File: src/rtl/mdu_pkg.sv
// mdu_pkg: shared definitions for the multiply/divide unit.
//   - funct codes decoded by the MDU (F_*)
//   - FSM state encoding (S_IDLE, S_ITER, S_FIX, S_DONE)
//   - quotient returned on divide-by-zero (DIV0_QUOT, sliced to DATA_W by users)
package mdu_pkg;

  localparam logic [5:0] F_MULT  = 6'b011000;
  localparam logic [5:0] F_MULTU = 6'b011001;
  localparam logic [5:0] F_DIV   = 6'b011010;
  localparam logic [5:0] F_DIVU  = 6'b011011;
  localparam logic [5:0] F_MTHI  = 6'b010001;
  localparam logic [5:0] F_MTLO  = 6'b010011;
  localparam logic [5:0] F_MFHI  = 6'b010000;
  localparam logic [5:0] F_MFLO  = 6'b010010;

  typedef enum logic [1:0] {
    S_IDLE,
    S_ITER,
    S_FIX,
    S_DONE
  } mdu_state_e;

  // All-ones quotient on divide-by-zero; wide enough for any DATA_W up to 64.
  localparam logic [63:0] DIV0_QUOT = '1;

endpackage

File: src/rtl/restoring_div_step.sv
// restoring_div_step: one combinational iteration of unsigned restoring division.
//   i_rem  : partial remainder (always < i_dvsr between steps)
//   i_quo  : dividend bits still to be consumed (MSB first) / quotient bits so far
//   i_dvsr : divisor magnitude
//   o_rem  : updated partial remainder
//   o_quo  : quotient register shifted left with the new quotient bit in bit 0
module restoring_div_step #(
  parameter int unsigned DATA_W = 32
) (
  input  logic [DATA_W-1:0] i_rem,
  input  logic [DATA_W-1:0] i_quo,
  input  logic [DATA_W-1:0] i_dvsr,
  output logic [DATA_W-1:0] o_rem,
  output logic [DATA_W-1:0] o_quo
);

  logic [DATA_W:0] w_shift;
  logic [DATA_W:0] w_diff;

  // One extra bit: the shifted remainder may reach 2*divisor-1.
  assign w_shift = {i_rem, i_quo[DATA_W-1]};
  assign w_diff  = w_shift - {1'b0, i_dvsr};

  // Since the remainder stays below the divisor, the top bit of the
  // difference is set exactly when the trial subtraction underflows.
  always_comb begin
    if (!w_diff[DATA_W]) begin
      o_rem = w_diff[DATA_W-1:0];
      o_quo = {i_quo[DATA_W-2:0], 1'b1};
    end else begin
      o_rem = w_shift[DATA_W-1:0];
      o_quo = {i_quo[DATA_W-2:0], 1'b0};
    end
  end

endmodule

File: src/rtl/mult_div_unit.sv
// mult_div_unit: iterative multiply/divide unit owning the HI/LO registers.
//   clk, reset         : clock, synchronous active-high reset
//   start, funct       : issue strobe and operation code
//   operando_1/2       : rs / rt operands, latched when an op is accepted
//   busy               : high while a MULT*/DIV* is iterating or being fixed up
//   done               : one-cycle pulse after HI/LO were written by MULT*/DIV*
//   hi, lo             : architectural HI/LO
//   result             : hi for MFHI, lo for MFLO, zero otherwise
// Build option: define MDU_FAST_MULT_EN for a single-cycle multiplier; division
// stays iterative either way.
module mult_div_unit
  import mdu_pkg::*;
#(
  parameter int unsigned DATA_W = 32
) (
  input  logic              clk,
  input  logic              reset,
  input  logic              start,
  input  logic [5:0]        funct,
  input  logic [DATA_W-1:0] operando_1,
  input  logic [DATA_W-1:0] operando_2,
  output logic              busy,
  output logic              done,
  output logic [DATA_W-1:0] hi,
  output logic [DATA_W-1:0] lo,
  output logic [DATA_W-1:0] result
);

  localparam int unsigned CNT_W = $clog2(DATA_W);
  localparam logic [CNT_W-1:0] LAST_CNT = CNT_W'(DATA_W - 1);

`ifdef MDU_FAST_MULT_EN
  localparam mdu_state_e MUL_ENTRY = S_DONE;
`else
  localparam mdu_state_e MUL_ENTRY = S_ITER;
`endif

  mdu_state_e r_state, w_state_next;

  logic [CNT_W-1:0]    r_cnt;
  logic [DATA_W-1:0]   r_hi, r_lo;
  // Multiply: {partial product high, multiplier being shifted out}.
  // Divide:   {partial remainder, dividend shifting into quotient}.
  logic [2*DATA_W-1:0] r_acc;
  logic [DATA_W-1:0]   r_opa;      // multiplicand or divisor magnitude
  logic [DATA_W-1:0]   r_op1_raw;  // raw dividend, returned in HI on divide-by-zero
  logic                r_is_div;
  logic                r_neg_res;  // product / quotient must be negated
  logic                r_neg_rem;  // remainder takes the dividend's sign
  logic                r_div0;

  logic                w_accept;
  logic                w_is_mul, w_is_div, w_signed;
  logic                w_neg1, w_neg2;
  logic [DATA_W-1:0]   w_mag1, w_mag2;

  logic [DATA_W-1:0]   w_addend;
  logic [DATA_W:0]     w_mul_sum;
  logic [2*DATA_W-1:0] w_mul_next;
  logic [DATA_W-1:0]   w_rem_next, w_quo_next;

  logic [2*DATA_W-1:0] w_fix_prod;
  logic [DATA_W-1:0]   w_fix_quo, w_fix_rem;

  // ---------------------------------------------------------------------------
  // Issue decode
  // ---------------------------------------------------------------------------
  assign w_accept = start && ((r_state == S_IDLE) || (r_state == S_DONE));
  assign w_is_mul = (funct == F_MULT) || (funct == F_MULTU);
  assign w_is_div = (funct == F_DIV) || (funct == F_DIVU);
  assign w_signed = (funct == F_MULT) || (funct == F_DIV);

  assign w_neg1 = w_signed && operando_1[DATA_W-1];
  assign w_neg2 = w_signed && operando_2[DATA_W-1];
  assign w_mag1 = w_neg1 ? -operando_1 : operando_1;
  assign w_mag2 = w_neg2 ? -operando_2 : operando_2;

`ifdef MDU_FAST_MULT_EN
  logic [2*DATA_W-1:0] w_ext1, w_ext2, w_fast_prod;

  // Low 2*DATA_W bits of the product of sign/zero-extended operands equal the
  // signed/unsigned full product.
  assign w_ext1      = {{DATA_W{w_neg1}}, operando_1};
  assign w_ext2      = {{DATA_W{w_neg2}}, operando_2};
  assign w_fast_prod = w_ext1 * w_ext2;
`endif

  // ---------------------------------------------------------------------------
  // Iteration datapath
  // ---------------------------------------------------------------------------
  // Shift-add: add multiplicand to the upper half when the current multiplier
  // bit is set, then shift the whole accumulator right by one.
  assign w_addend   = r_acc[0] ? r_opa : '0;
  assign w_mul_sum  = {1'b0, r_acc[2*DATA_W-1:DATA_W]} + {1'b0, w_addend};
  assign w_mul_next = {w_mul_sum, r_acc[DATA_W-1:1]};

  restoring_div_step #(
    .DATA_W (DATA_W)
  ) u_div_step (
    .i_rem  (r_acc[2*DATA_W-1:DATA_W]),
    .i_quo  (r_acc[DATA_W-1:0]),
    .i_dvsr (r_opa),
    .o_rem  (w_rem_next),
    .o_quo  (w_quo_next)
  );

  // Sign correction. The 0x80..0 / -1 overflow falls out naturally: the
  // magnitude quotient 0x80..0 negates to itself and the remainder is zero.
  assign w_fix_prod = r_neg_res ? -r_acc : r_acc;
  assign w_fix_quo  = r_neg_res ? -r_acc[DATA_W-1:0] : r_acc[DATA_W-1:0];
  assign w_fix_rem  = r_neg_rem ? -r_acc[2*DATA_W-1:DATA_W] : r_acc[2*DATA_W-1:DATA_W];

  // ---------------------------------------------------------------------------
  // FSM
  // ---------------------------------------------------------------------------
  always_ff @(posedge clk) begin
    if (reset) begin
      r_state <= S_IDLE;
    end else begin
      r_state <= w_state_next;
    end
  end

  always_comb begin
    w_state_next = r_state;
    busy         = 1'b0;
    done         = 1'b0;
    unique case (r_state)
      S_IDLE, S_DONE: begin
        done         = (r_state == S_DONE);
        w_state_next = S_IDLE;
        if (start && w_is_div) begin
          w_state_next = S_ITER;
        end else if (start && w_is_mul) begin
          w_state_next = MUL_ENTRY;
        end
      end
      S_ITER: begin
        busy = 1'b1;
        if (r_cnt == LAST_CNT) begin
          w_state_next = S_FIX;
        end
      end
      S_FIX: begin
        busy         = 1'b1;
        w_state_next = S_DONE;
      end
      default: w_state_next = S_IDLE;
    endcase
  end

  // ---------------------------------------------------------------------------
  // Datapath and HI/LO
  // ---------------------------------------------------------------------------
  always_ff @(posedge clk) begin
    if (reset) begin
      r_cnt     <= '0;
      r_hi      <= '0;
      r_lo      <= '0;
      r_acc     <= '0;
      r_opa     <= '0;
      r_op1_raw <= '0;
      r_is_div  <= 1'b0;
      r_neg_res <= 1'b0;
      r_neg_rem <= 1'b0;
      r_div0    <= 1'b0;
    end else begin
      unique case (r_state)
        S_IDLE, S_DONE: begin
          if (w_accept) begin
            case (funct)
              F_MTHI: r_hi <= operando_1;
              F_MTLO: r_lo <= operando_1;
              F_MULT, F_MULTU: begin
`ifdef MDU_FAST_MULT_EN
                {r_hi, r_lo} <= w_fast_prod;
`else
                r_is_div  <= 1'b0;
                r_opa     <= w_mag1;
                r_acc     <= {{DATA_W{1'b0}}, w_mag2};
                r_neg_res <= w_neg1 ^ w_neg2;
                r_cnt     <= '0;
`endif
              end
              F_DIV, F_DIVU: begin
                r_is_div  <= 1'b1;
                r_opa     <= w_mag2;
                r_acc     <= {{DATA_W{1'b0}}, w_mag1};
                r_neg_res <= w_neg1 ^ w_neg2;
                r_neg_rem <= w_neg1;
                r_div0    <= (operando_2 == '0);
                r_op1_raw <= operando_1;
                r_cnt     <= '0;
              end
              default: ;
            endcase
          end
        end
        S_ITER: begin
          r_cnt <= r_cnt + 1'b1;
          if (r_is_div) begin
            r_acc <= {w_rem_next, w_quo_next};
          end else begin
            r_acc <= w_mul_next;
          end
        end
        S_FIX: begin
          if (!r_is_div) begin
            {r_hi, r_lo} <= w_fix_prod;
          end else if (r_div0) begin
            r_hi <= r_op1_raw;
            r_lo <= DIV0_QUOT[DATA_W-1:0];
          end else begin
            r_hi <= w_fix_rem;
            r_lo <= w_fix_quo;
          end
        end
        default: ;
      endcase
    end
  end

  assign hi = r_hi;
  assign lo = r_lo;

  always_comb begin
    result = '0;
    if (funct == F_MFHI) begin
      result = r_hi;
    end else if (funct == F_MFLO) begin
      result = r_lo;
    end
  end

endmodule

File: config.mk
export PLATFORM = sky130hd
export DESIGN_NAME = mult_div_unit
export DESIGN_NICKNAME = d
export VERILOG_FILES = /design/src/rtl/mdu_pkg.sv /design/src/rtl/restoring_div_step.sv /design/src/rtl/mult_div_unit.sv
export SDC_FILE = /design/constraint.sdc
export NUM_CORES = 1
export LEC_CHECK = 0
export CAP_MARGIN = 10
export CELL_PAD_IN_SITES_DETAIL_PLACEMENT = 2
export CELL_PAD_IN_SITES_GLOBAL_PLACEMENT = 2
export CORE_MARGIN = 1.5
export CORE_UTILIZATION = 33
export DETAILED_ROUTE_END_ITERATION = 6
export MAX_ROUTING_LAYER = met4
export PLACE_DENSITY_LB_ADDON = 0.1
export SLEW_MARGIN = 20
export SYNTH_ARGS = -nofsm -noshare
export SYNTH_HDL_FRONTEND = slang
export SYNTH_SLANG_ARGS = --single-unit
File: constraint.sdc
create_clock -name clk -period 4.6 [get_ports clk]
set_input_delay 0.46 -clock clk [delete_from_list [all_inputs] [get_ports clk]]
set_output_delay 0.46 -clock clk [all_outputs]
set_load 0.005 [all_outputs]
After elaboration in Yosys (flattened, before gate mapping)
Cells that the tools add are included.
{ "classes": {"n_addsub": 8, "n_eq_ne": 18, "n_mux": 35, "bitwise": 1, "reduce_logical": 26} }
{ "op_table": {"columns": ["cell", "n"], "rows": [
  ["32-bit 2-to-1 mux", 16],
  ["64-bit case mux with 2 select lines", 2],
  ["64-bit 2-to-1 mux", 3],
  ["32-bit case mux with 2 select lines", 3],
  ["32-bit negation", 4],
  ["64-bit negation", 1],
  ["6-bit by 5-bit == test with 1-bit output (second input constant)", 8],
  ["32-bit by 32-bit adder with 33-bit output", 1],
  ["33-bit by 32-bit subtractor with 33-bit output", 1],
  ["32-bit zero test", 1],
  ["3-bit AND reduction", 7],
  ["5-bit 2-to-1 mux", 2],
  ["5-bit case mux with 2 select lines", 1],
  ["2-bit OR reduction", 4],
  ["2-bit != test (second input constant)", 3],
  ["2-bit case mux with 3 select lines", 1],
  ["2-bit nonzero test", 3],
  ["5-bit by 1-bit adder with 5-bit output (second input constant)", 1],
  ["5-bit == test (second input constant)", 1],
  ["1-bit logical AND", 5],
  ["1-bit 2-to-1 mux", 5],
  ["2-bit == test (second input constant)", 2],
  ["1-bit logical OR", 4],
  ["2-bit by 1-bit != test with 1-bit output (second input constant)", 2],
  ["7 further kinds", 7]
]} }
{ "totals": {"reg_bits": 203, "input_bits": 73, "elab_cells": 99} }

Logic depth before layout (Yosys ltp)
{ "logic_depth": {"depth_word": 7, "mapped_depth": 15, "ltp_nobuf": 14} }

Modules after synthesis
Synthesis repeated with hierarchy kept, for this count alone.
{ "unflattened": {"cells_unflattened": 2452, "area_unflattened_um2": 17925.9} }
{ "modules_own_cells": {"columns": ["module", "instances", "cells_each", "area_each_um2", "seq_area_each_um2"], "rows": [
  ["mult_div_unit", 1, 2116, 15334.7, 4063.9],
  ["restoring_div_step", 1, 336, 2591.2, 0.0]
]} }

Least setup slack after synthesis
Ideal clock, no wire load.
{ "synth_timing": {"path_kind": "register -> register", "from": "reg r_acc[31]", "to": "reg r_acc[33]", "setup_ns": 0.129, "t_arrival_ns": 3.201, "required_time_ns": 4.471, "slack_ns": 1.270, "path_stages_with_launch": 16, "synth_period_minus_slack_ns": 3.330, "path_cell_list": "dfxtp_1 inv_1 ha_1 fa_1 nand2b_1 a21oi_1 o21ai_0 o211ai_1 nand2_1 o41a_1 xor2_1 clkbuf_1 buf_1 nor2_1 a21oi_1 o22ai_1"} }
{ "synth_between": {"elab_chain_cells": 4} }
{ "synth_lines": {"columns": ["item", "line", "source"], "rows": [
  ["start: declaration", "mult_div_unit.sv:44", "logic [2*DATA_W-1:0] r_acc;"],
  ["start signal: assignment", "mult_div_unit.sv:180", "r_acc <= {{DATA_W{1'b0}}, w_mag2};"],
  ["start signal: assignment", "mult_div_unit.sv:188", "r_acc <= {{DATA_W{1'b0}}, w_mag1};"],
  ["start signal: assignment", "mult_div_unit.sv:202", "r_acc <= {w_rem_next, w_quo_next};"],
  ["33-bit by 32-bit subtractor with 33-bit output", "restoring_div_step.sv:22", "assign w_diff = w_shift - {1'b0, i_dvsr};"],
  ["32-bit 2-to-1 mux", "restoring_div_step.sv:27", "if (!w_diff[DATA_W]) begin"],
  ["64-bit 2-to-1 mux", "mult_div_unit.sv:201", "if (r_is_div) begin"],
  ["64-bit case mux with 2 select lines", "mult_div_unit.sv:168", "unique case (r_state)"]
]} }
No other way between the ends.
A chain may end at the register's enable or synchronous reset.

Worst setup path in the final report
{ "layout_timing": {"from": "reg r_acc[31]", "to": "reg r_acc[35]"} }
Same word-level chain as after synthesis.

==> results.toml <==
[status]
status = "completed"

[synth]
postSynth.asyncResetShare = 0
ys_top_cells_by_count = "nand2_1, nor2_1, a21oi_1"
synth_top_cell_by_area = "dfxtp_1"
synth_cells = 2379
yosysUniqueCellTypes = 78
seq_area_frac_synth = 0.240
ys_ff_latch = 203
synth.net_count = 2527
synth_warnings = 0
netlist_area_um2 = 17000
synth.avg_cell_area_um2 = 7.13
synth_edf_count = 0
yosysTopAreaCellShare = 0.240
synthFlopType = "dfxtp_1"
yosysMostFrequentCell = "nand2_1"
synth.area.top_cells = "dfxtp_1, a21oi_1, nand2_1, nor2_1, ha_1"

[floorplanning]
die_w_um = 230
fp.dieArea_um2 = 52800
core_area_um2 = 50500
die_y_um = 230
rows = 82
ios = 171
initial_utilization = 0.336

[global_route]
grt_max_degree = 85
grt_pass1_vias = 19927
grt_pass1_wl_um = 129000
antenna_found_initial = 1
grt_overflow = 0
grt_usage = 0.326

[sta]
fin_crit_ns = 4.03
relSlewSlack = 0.223
fin_crit_sh = 0.877
worst_slack_ns = 0.568
worst_pin_slew_ns = 1.16
setup_viol = 0
maxSlewViolCount = 0
rsz0062_at_grt = "no"
hold_viol = 0
max_freq_mhz = 248
finClkSkew_ns = 0.0138
fin_setup_tns_ns = 0

[clocking]
clockRootBuffer = "clkbuf_16"
cts.sinks = 203
post_cts_buffers = 0
ctsResizeCount = 0
cts.path.max_buffers = 3
cts_made_buffers = 29
clkTransAtPathRegs_ns = 0.06
postCtsHoldBufs = 0
insertion_delay_ns = 0.60
h-tree-depth = 1
cts_tree = "built"

[worst_setup_path]
path_buf_inv = 2
critPathSlowestCell = "o41a_1"
cp_max_fo = 40
critical_path_class = "reg -> reg"
crit_family = "compound AO/OA/AOI/OAI gates"
cp_data_required_time_ns = 5.13
r2r_setup_slack_ns = 0.57
critPathCaptureType = "flip-flop"
max_stage_delay_ns = 0.51
crit_arrival_ns = 4.57
worstRegToRegCells = 14
r2r-start = "r_acc[31]"
startpoint_type = "flip-flop"
crit_path_cell_trace = "inv_1 -> ha_1 -> fa_1 -> nand2b_1 -> a21oi_1 -> o21ai_0 -> o211ai_1 -> nand2_1 -> o41a_1 -> xor2_4 -> buf_12 -> or3_1 -> a31oi_1 -> a22o_1"
r2r_end = "r_acc[35]"

[placed_design]
place.gp.congestion = 0.931
placedInstanceArea_um2 = 19400
pre_cts_slack_ns = 0.602
portBuffers = 170
dp_hpwl_um = 65700

[detailed_routing]
drc = 0
drt-total-wl_um = 85800
vias_per_cell = 6.01
ant_nets = 0
wire_per_inst_um = 27.1
first_pass_iters = 5
dr_total_vias = 19022
drt_iter0_markers = 1310

[layout]
nets = 2619
drive_gt1_frac = 0.0734
fillers = 5963
syn_to_final_growth_pct = 20.2
utilization = 0.404
fin_area_um2 = 20400
n_antenna_cell = 0

[pwr]
leakage_nw = 7.53
ir_drop_mv = 0.278
p_per_area_nw_per_um2 = 269
total_power_mw = 5.47

[hold_path]
min_delay_worst_endpoint = "r_opa[28]"
hold_depth = 2
min_from = "reset"
min_path_type = "in -> reg"

[run]
max_cap_violations = 0
flip-flops by register name, indices dropped and copies added (netlist names):
signal / cells
r_acc: 64
r_state: 2
r_div0: 1
r_neg_res: 1
lo: 32
r_op1_raw: 32
r_neg_rem: 1
r_cnt: 5
r_is_div: 1
r_opa: 32
hi: 32
cell usage in the layout, fill, tap and decap left out, types with 15 or more instances in the layout:
cell type,n
nand2_1,294
mux2i_1,54
o211ai_1,28
xor2_1,70
xnor2_1,96
or3_1,16
o31ai_1,20
o21ai_0,152
clkbuf_16,29
a31oi_1,24
clkdlybuf4s50_1,168
a211oi_1,82
nor2_1,278
inv_1,74
ha_1,71
nor4_1,15
a21oi_1,256
and2_1,18
buf_4,68
a21o_1,31
nand2b_1,24
o221ai_1,36
nand3_1,31
dfxtp_1,201
a22oi_1,19
mux2_2,31
nor3_1,64
cell families after synthesis:
group                      Yosys count  synth area share
adders and majority gates           75            0.0562
DFF                                203             0.240
AOI/OAI and AO/OA                  774             0.292
buffers and inverters              250            0.0564
xor gates and xnor gates           167            0.0863
muxes                               85            0.0525
and+or+nand+nor                    825             0.217
power breakdown:
group	internal (mW)	switching, mW	total, mW
clock	1.39	0.968	2.36
sequential	1.81	0.0865	1.90
combinational	0.416	0.799	1.21
worst reg2reg max path: stages (launching register included):
cell	delay (ns)
dfxtp_1	0.44
inv_1	0.10
ha_1	0.26
fa_1	0.41
nand2b_1	0.20
a21oi_1	0.24
o21ai_0	0.21
o211ai_1	0.23
nand2_1	0.19
o41a_1	0.51
xor2_4	0.24
buf_12	0.24
or3_1	0.40
a31oi_1	0.18
a22o_1	0.14
stage by stage:
step	hold slack, ns	std cells
detailed placement	0.449	3112
finish	0.222	3165
CTS	0.202	3165
floorplan	0.431	2379
global route	0.214	3165
global placement	0.441	3112
routing by layer:
layer	global-route usage	part of all wire
met1	0.424	0.45
met2	0.539	0.48
met3	0.0308	0.037
met4	0.0921	0.030
met5	-	0
worst max-delay path by stage:
stage / endpoint / cells past startpoint / slack (ns) / from
final: r_acc[35] / 14 / 0.57 / r_acc[31]
after global routing: r_acc[62] / 13 / 0.34 / r_acc[32]
after CTS: r_acc[35] / 14 / 0.58 / r_acc[31]
after detailed placement: r_acc[35] / 14 / 0.60 / r_acc[31]
after global placement: r_acc[35] / 14 / 0.76 / r_acc[31]
after floorplan: r_acc[33] / 15 / 1.27 / r_acc[31]
layout make-up:
cell class,instances,area (µm²),share of cell area
Multi-Input combinational cell,1926,12000,0.589
Sequential cell,203,4070,0.200
Timing Repair Buffer,237,2210,0.109
Tap cell,672,841,0.0413
Clock buffer,39,803,0.0394
Inverter,74,278,0.0136
Clock inverter,14,168,0.00823
Power figures use the tool's default switching activity.
